==> src/rtl/mem_lsu_pkg.sv <==
// Shared types and helpers for the MEM-stage load/store unit: operation codes,
// FSM state encoding, bus widths and the decode helpers the top level and the
// load aligner both rely on.
package mem_lsu_pkg;

    localparam int GPR_BUS      = 32;
    localparam int GPR_ADDR_BUS = 5;

    typedef enum logic [3:0] {
        MEM_OP_NONE = 4'd0,
        MEM_OP_LB   = 4'd1,
        MEM_OP_LBU  = 4'd2,
        MEM_OP_LH   = 4'd3,
        MEM_OP_LHU  = 4'd4,
        MEM_OP_LW   = 4'd5,
        MEM_OP_SB   = 4'd6,
        MEM_OP_SH   = 4'd7,
        MEM_OP_SW   = 4'd8
    } mem_op_e;

    typedef enum logic {
        ST_IDLE = 1'b0,
        ST_WAIT = 1'b1
    } lsu_state_e;

    function automatic logic is_load(mem_op_e op);
        return op inside {MEM_OP_LB, MEM_OP_LBU, MEM_OP_LH, MEM_OP_LHU, MEM_OP_LW};
    endfunction

    function automatic logic is_store(mem_op_e op);
        return op inside {MEM_OP_SB, MEM_OP_SH, MEM_OP_SW};
    endfunction

    // Halfword accesses need an even address, word accesses a multiple of four.
    function automatic logic misaligned(mem_op_e op, logic [1:0] offset);
        case (op)
            MEM_OP_LH, MEM_OP_LHU, MEM_OP_SH: return offset[0];
            MEM_OP_LW, MEM_OP_SW:             return offset != 2'b00;
            default:                          return 1'b0;
        endcase
    endfunction

endpackage

==> src/rtl/mem_lsu_if.sv <==
// Data SRAM bus between the load/store unit (master) and the synchronous data
// SRAM (slave). wen of zero with en high is a read; rdata is valid a fixed
// number of cycles after the read strobe.
interface mem_lsu_if;
    import mem_lsu_pkg::*;

    logic               en;
    logic [3:0]         wen;
    logic [GPR_BUS-1:0] addr;
    logic [GPR_BUS-1:0] wdata;
    logic [GPR_BUS-1:0] rdata;

    modport master (
        output en,
        output wen,
        output addr,
        output wdata,
        input  rdata
    );

    modport slave (
        input  en,
        input  wen,
        input  addr,
        input  wdata,
        output rdata
    );

endinterface

==> src/rtl/mem_load_align.sv <==
// Combinational load aligner: picks the addressed byte or halfword out of the
// SRAM read word and sign- or zero-extends it to a full register value.
module mem_load_align
    import mem_lsu_pkg::*;
(
    input  mem_op_e            op,
    input  logic [1:0]         offset,
    input  logic [GPR_BUS-1:0] rdata,
    output logic [GPR_BUS-1:0] data
);

    logic [7:0]  byte_val;
    logic [15:0] half_val;

    // Select the addressed lane, then extend according to the load flavour.
    always_comb begin
        // NOTE: every variable written here gets a default first so no path through the case infers a latch.
        byte_val = 8'(rdata >> {offset, 3'b000});
        half_val = 16'(rdata >> {offset[1], 4'b0000});
        data     = rdata;
        case (op)
            MEM_OP_LB:  data = {{24{byte_val[7]}}, byte_val};
            MEM_OP_LBU: data = {24'h000000, byte_val};
            MEM_OP_LH:  data = {{16{half_val[15]}}, half_val};
            MEM_OP_LHU: data = {16'h0000, half_val};
            default:    data = rdata;
        endcase
    end

endmodule

==> src/rtl/mem_lsu.sv <==
// MEM-stage load/store unit. Issues SRAM accesses for ex_mem, builds store byte
// lanes, flags misaligned accesses, and holds the pipeline with load_stall while
// load data is in flight. All mem_* outputs are combinational; mem_wb registers them.
module mem_lsu
    import mem_lsu_pkg::*;
#(
    parameter int LOAD_LATENCY = 1
)
(
    input  logic                    clk,
    input  logic                    rst,
    input  logic                    flush,
    input  logic                    ex_valid,
    input  mem_op_e                 ex_mem_op,
    input  logic [GPR_BUS-1:0]      ex_addr,
    input  logic [GPR_BUS-1:0]      ex_store_data,
    input  logic [GPR_BUS-1:0]      ex_alu_result,
    input  logic                    ex_wreg_en,
    input  logic [GPR_ADDR_BUS-1:0] ex_wreg_addr,
    input  logic [GPR_BUS-1:0]      ex_pc,
    mem_lsu_if.master               sram,
    output logic                    load_stall,
    output logic                    mem_regfile_write_enable,
    output logic [GPR_ADDR_BUS-1:0] mem_regfile_write_addr,
    output logic [GPR_BUS-1:0]      mem_regfile_write_data,
    output logic [GPR_BUS-1:0]      mem_pc,
    output logic                    adel,
    output logic                    ades,
    output logic [GPR_BUS-1:0]      badvaddr
);

    if (LOAD_LATENCY < 1 || LOAD_LATENCY > 3) begin : g_bad_latency
        $error("mem_lsu: LOAD_LATENCY must be in 1..3");
    end

    // The counter holds the remaining wait cycles after the issue cycle.
    localparam logic [1:0] CNT_INIT = 2'(LOAD_LATENCY - 1);

    lsu_state_e              state;
    logic [1:0]              cnt;
    mem_op_e                 lat_op;
    logic [1:0]              lat_off;
    logic [GPR_ADDR_BUS-1:0] lat_wreg_addr;
    logic [GPR_BUS-1:0]      lat_pc;

    logic                    op_load;
    logic                    op_store;
    logic                    addr_err;
    logic [GPR_BUS-1:0]      word_addr;
    logic [3:0]              store_wen;
    logic [GPR_BUS-1:0]      store_wdata;
    logic [GPR_BUS-1:0]      load_data;

    assign op_load   = is_load(ex_mem_op);
    assign op_store  = is_store(ex_mem_op);
    assign addr_err  = misaligned(ex_mem_op, ex_addr[1:0]);
    assign word_addr = {ex_addr[GPR_BUS-1:2], 2'b00};

    // Aligner works on the latched op/offset so ex_* may move on once the load retires.
    mem_load_align u_align (
        .op     (lat_op),
        .offset (lat_off),
        .rdata  (sram.rdata),
        .data   (load_data)
    );

    // Store lane enables and replicated write data for the current ex_mem store.
    always_comb begin
        store_wen   = 4'b0000;
        store_wdata = ex_store_data;
        case (ex_mem_op)
            MEM_OP_SB: begin
                store_wen   = 4'b0001 << ex_addr[1:0];
                store_wdata = {4{ex_store_data[7:0]}};
            end
            MEM_OP_SH: begin
                store_wen   = ex_addr[1] ? 4'b1100 : 4'b0011;
                store_wdata = {2{ex_store_data[15:0]}};
            end
            MEM_OP_SW: begin
                store_wen   = 4'b1111;
                store_wdata = ex_store_data;
            end
            default: begin
                store_wen   = 4'b0000;
                store_wdata = ex_store_data;
            end
        endcase
    end

    // Load FSM: latch the load context on issue, count down the SRAM latency, retire.
    always_ff @(posedge clk) begin
        // NOTE: sequential state uses non-blocking assignments so every flop samples pre-edge values.
        if (rst) begin
            state         <= ST_IDLE;
            cnt           <= 2'd0;
            lat_op        <= MEM_OP_NONE;
            lat_off       <= 2'd0;
            lat_wreg_addr <= '0;
            lat_pc        <= '0;
        end else if (flush) begin
            state <= ST_IDLE;
            cnt   <= 2'd0;
        end else begin
            case (state)
                ST_IDLE: begin
                    if (ex_valid && op_load && !addr_err) begin
                        state         <= ST_WAIT;
                        cnt           <= CNT_INIT;
                        lat_op        <= ex_mem_op;
                        lat_off       <= ex_addr[1:0];
                        lat_wreg_addr <= ex_wreg_addr;
                        lat_pc        <= ex_pc;
                    end
                end
                ST_WAIT: begin
                    if (cnt == 2'd0) begin
                        state <= ST_IDLE;
                    end else begin
                        cnt <= cnt - 2'd1;
                    end
                end
                default: begin
                    state <= ST_IDLE;
                    cnt   <= 2'd0;
                end
            endcase
        end
    end

    // Output decode: SRAM strobes, stall, writeback and exception signals for this cycle.
    always_comb begin
        sram.en                  = 1'b0;
        sram.wen                 = 4'b0000;
        sram.addr                = '0;
        sram.wdata               = '0;
        load_stall               = 1'b0;
        mem_regfile_write_enable = 1'b0;
        mem_regfile_write_addr   = '0;
        mem_regfile_write_data   = '0;
        mem_pc                   = '0;
        adel                     = 1'b0;
        ades                     = 1'b0;
        badvaddr                 = '0;
        // Reset and flush both silence the unit in the same cycle they are seen.
        if (!rst && !flush) begin
            case (state)
                ST_IDLE: begin
                    if (ex_valid) begin
                        mem_pc = ex_pc;
                        if (addr_err) begin
                            adel     = op_load;
                            ades     = op_store;
                            badvaddr = ex_addr;
                        end else if (op_load) begin
                            sram.en    = 1'b1;
                            sram.addr  = word_addr;
                            load_stall = 1'b1;
                        end else if (op_store) begin
                            sram.en    = 1'b1;
                            sram.wen   = store_wen;
                            sram.addr  = word_addr;
                            sram.wdata = store_wdata;
                        end else begin
                            mem_regfile_write_enable = ex_wreg_en;
                            mem_regfile_write_addr   = ex_wreg_addr;
                            mem_regfile_write_data   = ex_alu_result;
                        end
                    end
                end
                ST_WAIT: begin
                    if (cnt != 2'd0) begin
                        load_stall = 1'b1;
                    end else begin
                        mem_regfile_write_enable = 1'b1;
                        mem_regfile_write_addr   = lat_wreg_addr;
                        mem_regfile_write_data   = load_data;
                        mem_pc                   = lat_pc;
                    end
                end
                default: begin
                    load_stall = 1'b0;
                end
            endcase
        end
    end

endmodule

==> src/flat_wrapper.sv <==
// flat-port wrapper written by rule: the top's interface ports become plain ports
module mem_lsu_flat import mem_lsu_pkg::*;
#(
    parameter int LOAD_LATENCY = 1
)
  (clk, rst, flush, ex_valid, ex_mem_op, ex_addr, ex_store_data, ex_alu_result, ex_wreg_en, ex_wreg_addr, ex_pc, load_stall, mem_regfile_write_enable, mem_regfile_write_addr, mem_regfile_write_data, mem_pc, adel, ades, badvaddr, sram_en, sram_wen, sram_addr, sram_wdata, sram_rdata);
  mem_lsu_if sram_i ();
  input  logic clk;
  input  logic rst;
  input  logic flush;
  input  logic ex_valid;
  input  mem_op_e ex_mem_op;
  input  logic [GPR_BUS-1:0] ex_addr;
  input  logic [GPR_BUS-1:0] ex_store_data;
  input  logic [GPR_BUS-1:0] ex_alu_result;
  input  logic ex_wreg_en;
  input  logic [GPR_ADDR_BUS-1:0] ex_wreg_addr;
  input  logic [GPR_BUS-1:0] ex_pc;
  output logic load_stall;
  output logic mem_regfile_write_enable;
  output logic [GPR_ADDR_BUS-1:0] mem_regfile_write_addr;
  output logic [GPR_BUS-1:0] mem_regfile_write_data;
  output logic [GPR_BUS-1:0] mem_pc;
  output logic adel;
  output logic ades;
  output logic [GPR_BUS-1:0] badvaddr;
  output wire logic [$bits(sram_i.en)-1:0] sram_en;
  output wire logic [$bits(sram_i.wen)-1:0] sram_wen;
  output wire logic [$bits(sram_i.addr)-1:0] sram_addr;
  output wire logic [$bits(sram_i.wdata)-1:0] sram_wdata;
  input wire logic [$bits(sram_i.rdata)-1:0] sram_rdata;
  assign sram_en = sram_i.en;
  assign sram_wen = sram_i.wen;
  assign sram_addr = sram_i.addr;
  assign sram_wdata = sram_i.wdata;
  assign sram_i.rdata = sram_rdata;
  mem_lsu #(.LOAD_LATENCY(LOAD_LATENCY)) u_core (.clk(clk), .rst(rst), .flush(flush), .ex_valid(ex_valid), .ex_mem_op(ex_mem_op), .ex_addr(ex_addr), .ex_store_data(ex_store_data), .ex_alu_result(ex_alu_result), .ex_wreg_en(ex_wreg_en), .ex_wreg_addr(ex_wreg_addr), .ex_pc(ex_pc), .sram(sram_i), .load_stall(load_stall), .mem_regfile_write_enable(mem_regfile_write_enable), .mem_regfile_write_addr(mem_regfile_write_addr), .mem_regfile_write_data(mem_regfile_write_data), .mem_pc(mem_pc), .adel(adel), .ades(ades), .badvaddr(badvaddr));
endmodule
==> config.mk <==
export PLATFORM = sky130hd
export DESIGN_NAME = mem_lsu_flat
export DESIGN_NICKNAME = d
export VERILOG_FILES = /design/src/rtl/mem_lsu_pkg.sv /design/src/rtl/mem_lsu_if.sv /design/src/rtl/mem_load_align.sv /design/src/rtl/mem_lsu.sv /design/src/flat_wrapper.sv
export SDC_FILE = /design/constraint.sdc
export NUM_CORES = 1
export LEC_CHECK = 0
export ABC_CLOCK_PERIOD_IN_PS = 2400
export BUFFER_PORTS_ARGS = -buffer_cell sky130_fd_sc_hd__buf_2
export CAP_MARGIN = 20
export CORE_AREA = 2 2 134 136
export DETAILED_ROUTE_END_ITERATION = 16
export DIE_AREA = 0 0 136 138
export SYNTH_ARGS = -nofsm -noshare
export SYNTH_HDL_FRONTEND = slang
export SYNTH_SLANG_ARGS = --single-unit
==> constraint.sdc <==
create_clock -name clk -period 2.4 [get_ports clk]
set_clock_uncertainty 0.05 [all_clocks]
set_input_delay 0.12 -clock clk [delete_from_list [all_inputs] [get_ports clk]]
set_output_delay 0.12 -clock clk [all_outputs]
set_load 0.005 [all_outputs]
==> metrics.cfg, run 1 <==
[clocking]
cts_tree=built
clkSinkCount=46
clock_latency_ns=0.29
clkTransAtPathRegs_ns=0.07
cts_made_buffers=5
cts_root_buffer=clkbuf_16
ctsHoldBuffers=0
cts_buffer_depth=2
cts.htree.levels=2

[synth]
yosysMostFrequentCell=nand2b_1
netlist_instances=589
synth_edf_count=0
ys_top_cells_by_count=nand2b_1 (88), and2_1 (62), mux2i_1 (49)
synth_fa_ha_area_share_pct=0.273
synth_top_family_by_area=simple AND/OR/NAND/NOR gates
postSynthAreaPerCell_um2=7.78
synth.distinct_cells=56
syn_area_um2=4580
synth_xor_area_share_pct=0.382
synth_top_area_share_pct=20.1
yosys.area_share.simple_pct=29.4
async_reset_ff_share_pct=0
synth-compound-area-share_pct=26.6
yosysTopAreaCell=dfxtp_1
ys_seq_elements=46
yosys_warnings=0
ys_seq_area_share_pct=20.1
synthMuxAreaShare_pct=15.4
synth_area_leaders=dfxtp_1 (20%), nand2b_1 (12%), mux2i_1 (11%), and2_1 (8.5%), a22o_1 (7.1%)
synth_ff_type=dfxtp_1

[critical_path]
setup.worst_path.class=flop to primary output
start_kind=flop
reg2reg_to=u_core.lat_pc[5]$_SDFFE_PP0P_
worstPathArrival_ns=2.16
reg2reg_from=u_core.state$_SDFF_PN0_
r2r_slack_ns=0.36
reg2regPathDepth=6
worstPathMaxFanout=16
setup.worst_path.end_class=primary output
required_ns=2.23

[die]
start_util_pct=26.1
pin_count=348
dieHeight_um=138
coreArea_um2=17500
die_area_um2=18800
die_w_um=136
rows=49

[sta]
setup_tns_ns=0
slew_headroom_pct=54.7
tightest_slew_ns=0.670
fmax_mhz=428
rsz0062_at_grt=yes
slew_viol_final=0
period_share_pct=97.3
period_needed_ns=2.33
hold_viol_final=0
setup_violations=0

[route]
viasPerCell=4.86
drtPass1Iterations=4
wire_per_inst_um=16.3
drt_wl_total_um=18500
ant_nets=0
drtIter0Drc=240
dr_total_vias=5513
drc=0

[placed_design]
placed_cell_area_um2=6580
dp_cells=1126
numPortBuffers=345
hpwl_um=14500
gp_congestion=0.903

[min_path]
hp-class=primary input to flop
hold_path.startpoint=ex_pc[23]
hold-path-cell-count=3
hold_end=u_core.lat_pc[23]$_SDFFE_PP0P_

[finish]
antenna_cells=0
syn2layout_area_growth_pct=48.5
fin_cells=1135
drive_gt1_share_pct=46.5
design_area_um2=6810
layout.nets=1080

[job]
max_cap_viol_count=0

[power]
leakagePower_nw=3.40
powerDensity_nw_per_um2=314
peakVddDrop_mv=0.295
power_mw=2.13

[grt]
grt_overflow_total=0
grt_pass1_wl_um=28200
grt_pass1_vias=5245
grt_max_degree=86
grt_util_all_layers_pct=18.4
grt_antenna_before_repair=1

[outcome]
status=complete, no violations

==> flip-flops by register name, summed over array words and instances (netlist names) <==
signal and flops:
u_core.lat_pc 32, u_core.cnt 2, u_core.lat_wreg_addr 5, u_core.lat_off 2, u_core.lat_op 4, u_core.state 1
==> per-stage QoR <==
| step | util, % | hold slack (ns) | setup WS (ns) |
|---|---|---|---|
| final | 38.8 | 0.0470 | 0.0655 |
| after global routing | 38.8 | 0.0502 | -0.0266 |
| after CTS | 38.5 | 0.0394 | 0.0298 |
| after detailed placement | 37.5 | 0.351 | 0.108 |
| after global placement | 37.5 | 0.345 | 0.187 |
| after floorplan | - | 0.225 | 0.255 |
==> critical path, cell delays in order (launching register included) <==
cell and delay (ns):
dfxtp_1 0.31, or4b_4 0.51, a21oi_2 0.12, or3b_4 0.45, buf_12 0.18, a211oi_1 0.16, buf_2 0.15
==> layer usage <==
layer,vias to the layer above,wire length (um),track usage (%)
met5,-,16,0
met4,2,337,4.28
met3,24,1320,2.49
met2,242,8520,30.9
met1,2520,8310,25.0
li1,2725,-,-
==> power breakdown <==
group | internal (mW) | switching (mW) | total, mW
Clock | 0.446 | 0.310 | 0.756
Combinational | 0.293 | 0.291 | 0.583
Sequential | 0.782 | 0.0132 | 0.795
Total | 1.52 | 0.614 | 2.13
==> cell families (layout without fill, tap and decap cells) <==
group / count (synthesis) / count (layout)
and+or+nand+nor: 231 / 231
AOI/OAI and AO/OA: 163 / 163
buffers and inverters: 78 / 394
muxes: 67 / 67
DFF: 46 / 46
xor gates and xnor gates: 2 / 2
adders and majority gates: 1 / 1
other: 1 / 2
==> layout by cell type, fill, tap and decap left out, types with 22 or more instances in the layout <==
cell and count:
a21oi_1 30, o21ai_0 24, nor2_1 22, buf_2 345, and2_1 61, dfxtp_1 44, a22o_1 37, mux2i_1 49
nand2_1 27, nand2b_1 88
==> timing repair <==
| item | 4_1_cts | 5_1_grt |
|---|---|---|
| buffers inserted | 0 | 0 |
| resized for setup | 5 | 8 |
| pin swaps | 0 | 0 |
| cloned | 0 | 1 |
| endpoints found under the setup margin | 82 | 34 |
==> worst max path at each step <==
stage	startpoint	endpoint	cells after the start
floorplan	u_core.lat_off[1]$_SDFFE_PP0P_	mem_regfile_write_data[21]	7
global route	u_core.lat_off[1]$_SDFFE_PP0P_	mem_regfile_write_data[8]	5
CTS	u_core.state$_SDFF_PN0_	sram_wdata[27]	6
detailed placement	flush	sram_wdata[28]	7
finish	u_core.state$_SDFF_PN0_	sram_wdata[25]	6
global placement	flush	sram_wdata[24]	7
==> final cells by class <==
class                           instances  area (um^2)
Tap cell                              229          287
Multi-Input combinational cell        466         3370
Sequential cell                        46          923
Fill cell                            1845        10700
Clock inverter                          1         8.76
Inverter                               13         48.8
Clock buffer                            7          153
Timing Repair Buffer                  373         2020
No activity file was read; power rests on OpenSTA's default activity.
==> inputs of run 2 (changes only) <==
Settings changed: HOLD_SLACK_MARGIN from default to 0.08, TNS_END_PERCENT from default to 10.
==> metrics.cfg, run 2 (synthesis results as in run 1) <==
[outcome]
status=complete, no violations

[finish]
top_regs=u_core.lat_pc x32, u_core.lat_wreg_addr x5, u_core.lat_op x4
syn2layout_area_growth_pct=56.0
antenna_cells=0
largest-register=u_core.lat_pc
design_area_um2=7150
drive_gt1_share_pct=44.6
final_common_cell=buf_2
final_cell_mix=buf_2 (345), nand2b_1 (88), and2_1 (61)
fin_cells=1171
largest_register_ffs=32
layout.nets=1116

[clocking]
cts_root_buffer=clkbuf_16
cts_tree=built
cts.htree.levels=2
clkTransAtPathRegs_ns=0.07
cts_buffer_depth=2
cts_made_buffers=5
clkSinkCount=46
clock_latency_ns=0.29

[critical_path]
worstPathArrival_ns=2.15
reg2reg_from=u_core.state$_SDFF_PN0_
r2r_slack_ns=0.37
reg2reg_to=u_core.lat_pc[5]$_SDFFE_PP0P_
setup.worst_path.class=flop to primary output
start_kind=flop
setup.worst_path.end_class=primary output
reg2regPathDepth=6
required_ns=2.23
worstPathMaxFanout=31
cp-startpoint=u_core.state$_SDFF_PN0_

[placed_design]
placed_cell_area_um2=6580
hpwl_um=14500
gp_congestion=0.903
numPortBuffers=345
dp_cells=1126

[grt]
grt_pass1_wl_um=29100
grt_pass1_vias=5502
grt_antenna_before_repair=0
grt_util_all_layers_pct=19.0
grt_max_degree=86
grt_overflow_total=0

[sta]
slew_viol_final=0
tightest_slew_ns=0.673
setup_violations=0
slew_headroom_pct=54.6
hold_viol_final=0
period_share_pct=96.7
period_needed_ns=2.32
holdWs_ns=0.141
rsz0062_at_grt=yes
fmax_mhz=431
setup_tns_ns=0

[min_path]
hp-class=primary input to flop
hold_end=u_core.lat_off[0]$_SDFFE_PP0P_
hold_path.startpoint=ex_addr[0]
hold-path-cell-count=3

[die]
coreArea_um2=17500
die_w_um=136
rows=49
pin_count=348
start_util_pct=26.1
die_area_um2=18800
dieHeight_um=138

[power]
peakVddDrop_mv=0.293
powerDensity_nw_per_um2=306
power_mw=2.19
leakagePower_nw=3.54

[route]
viasPerCell=4.83
wire_per_inst_um=16.1
ant_nets=0
drtIter0Drc=275
drc=0
drtPass1Iterations=4
drt_wl_total_um=18900
dr_total_vias=5656

[job]
max_cap_viol_count=0

## run 2: stage by stage
| stage | setup slack [ns] | utilization (%) |
|---|---|---|
| floorplan | 0.255 | - |
| detailed placement | 0.108 | 37.5 |
| finish | 0.0791 | 40.8 |
| CTS | 0.0298 | 40.6 |
| global route | -0.0266 | 40.8 |
| global placement | 0.187 | 37.5 |
## run 2: cell type report
class	count	area, um^2
Timing Repair Buffer	409	2370
Inverter	13	48.8
Clock inverter	1	8.76
Sequential cell	46	923
Clock buffer	7	153
Tap cell	229	287
Multi-Input combinational cell	466	3370
Fill cell	1802	10400
## run 2: layer usage
metal	global-route usage [%]	up-vias	part of all wire, %
met5	0	-	0
met4	5.43	0	2.5
met3	2.13	30	6.7
met2	31.8	232	46
met1	25.5	2593	44
li1	-	2801	-
## run 2: worst max-delay path by stage
stage	end	slack, ns
finish	sram_wdata[25]	0.08
global route	mem_regfile_write_data[8]	-0.03
CTS	sram_wdata[27]	0.03
detailed placement	sram_wdata[28]	0.11
global placement	sram_wdata[24]	0.19
floorplan	mem_regfile_write_data[21]	0.26
## run 2: worst max-delay path: stages (launching register included)
cell      delay [ns]
dfxtp_1         0.31
or4b_4          0.51
a21oi_2         0.12
or3b_4          0.42
buf_12          0.18
a211oi_1        0.16
buf_2           0.15
## run 2: power by group
group          switching, mW  total [mW]  internal, mW  leakage [nW]
clock network          0.314       0.760         0.446        0.0801
registers             0.0135       0.796         0.782         0.373
logic                  0.301       0.632         0.331          3.08
total                  0.628        2.19          1.56          3.54
## run 2: what timing repair did
item | 4_1_cts | 5_1_grt
hold buffers | 37 | 0
endpoints found under the setup margin | 82 | 34
hold endpoints to repair | 37 | 0
setup buffers | 0 | 0
gates resized for setup | 5 | 8
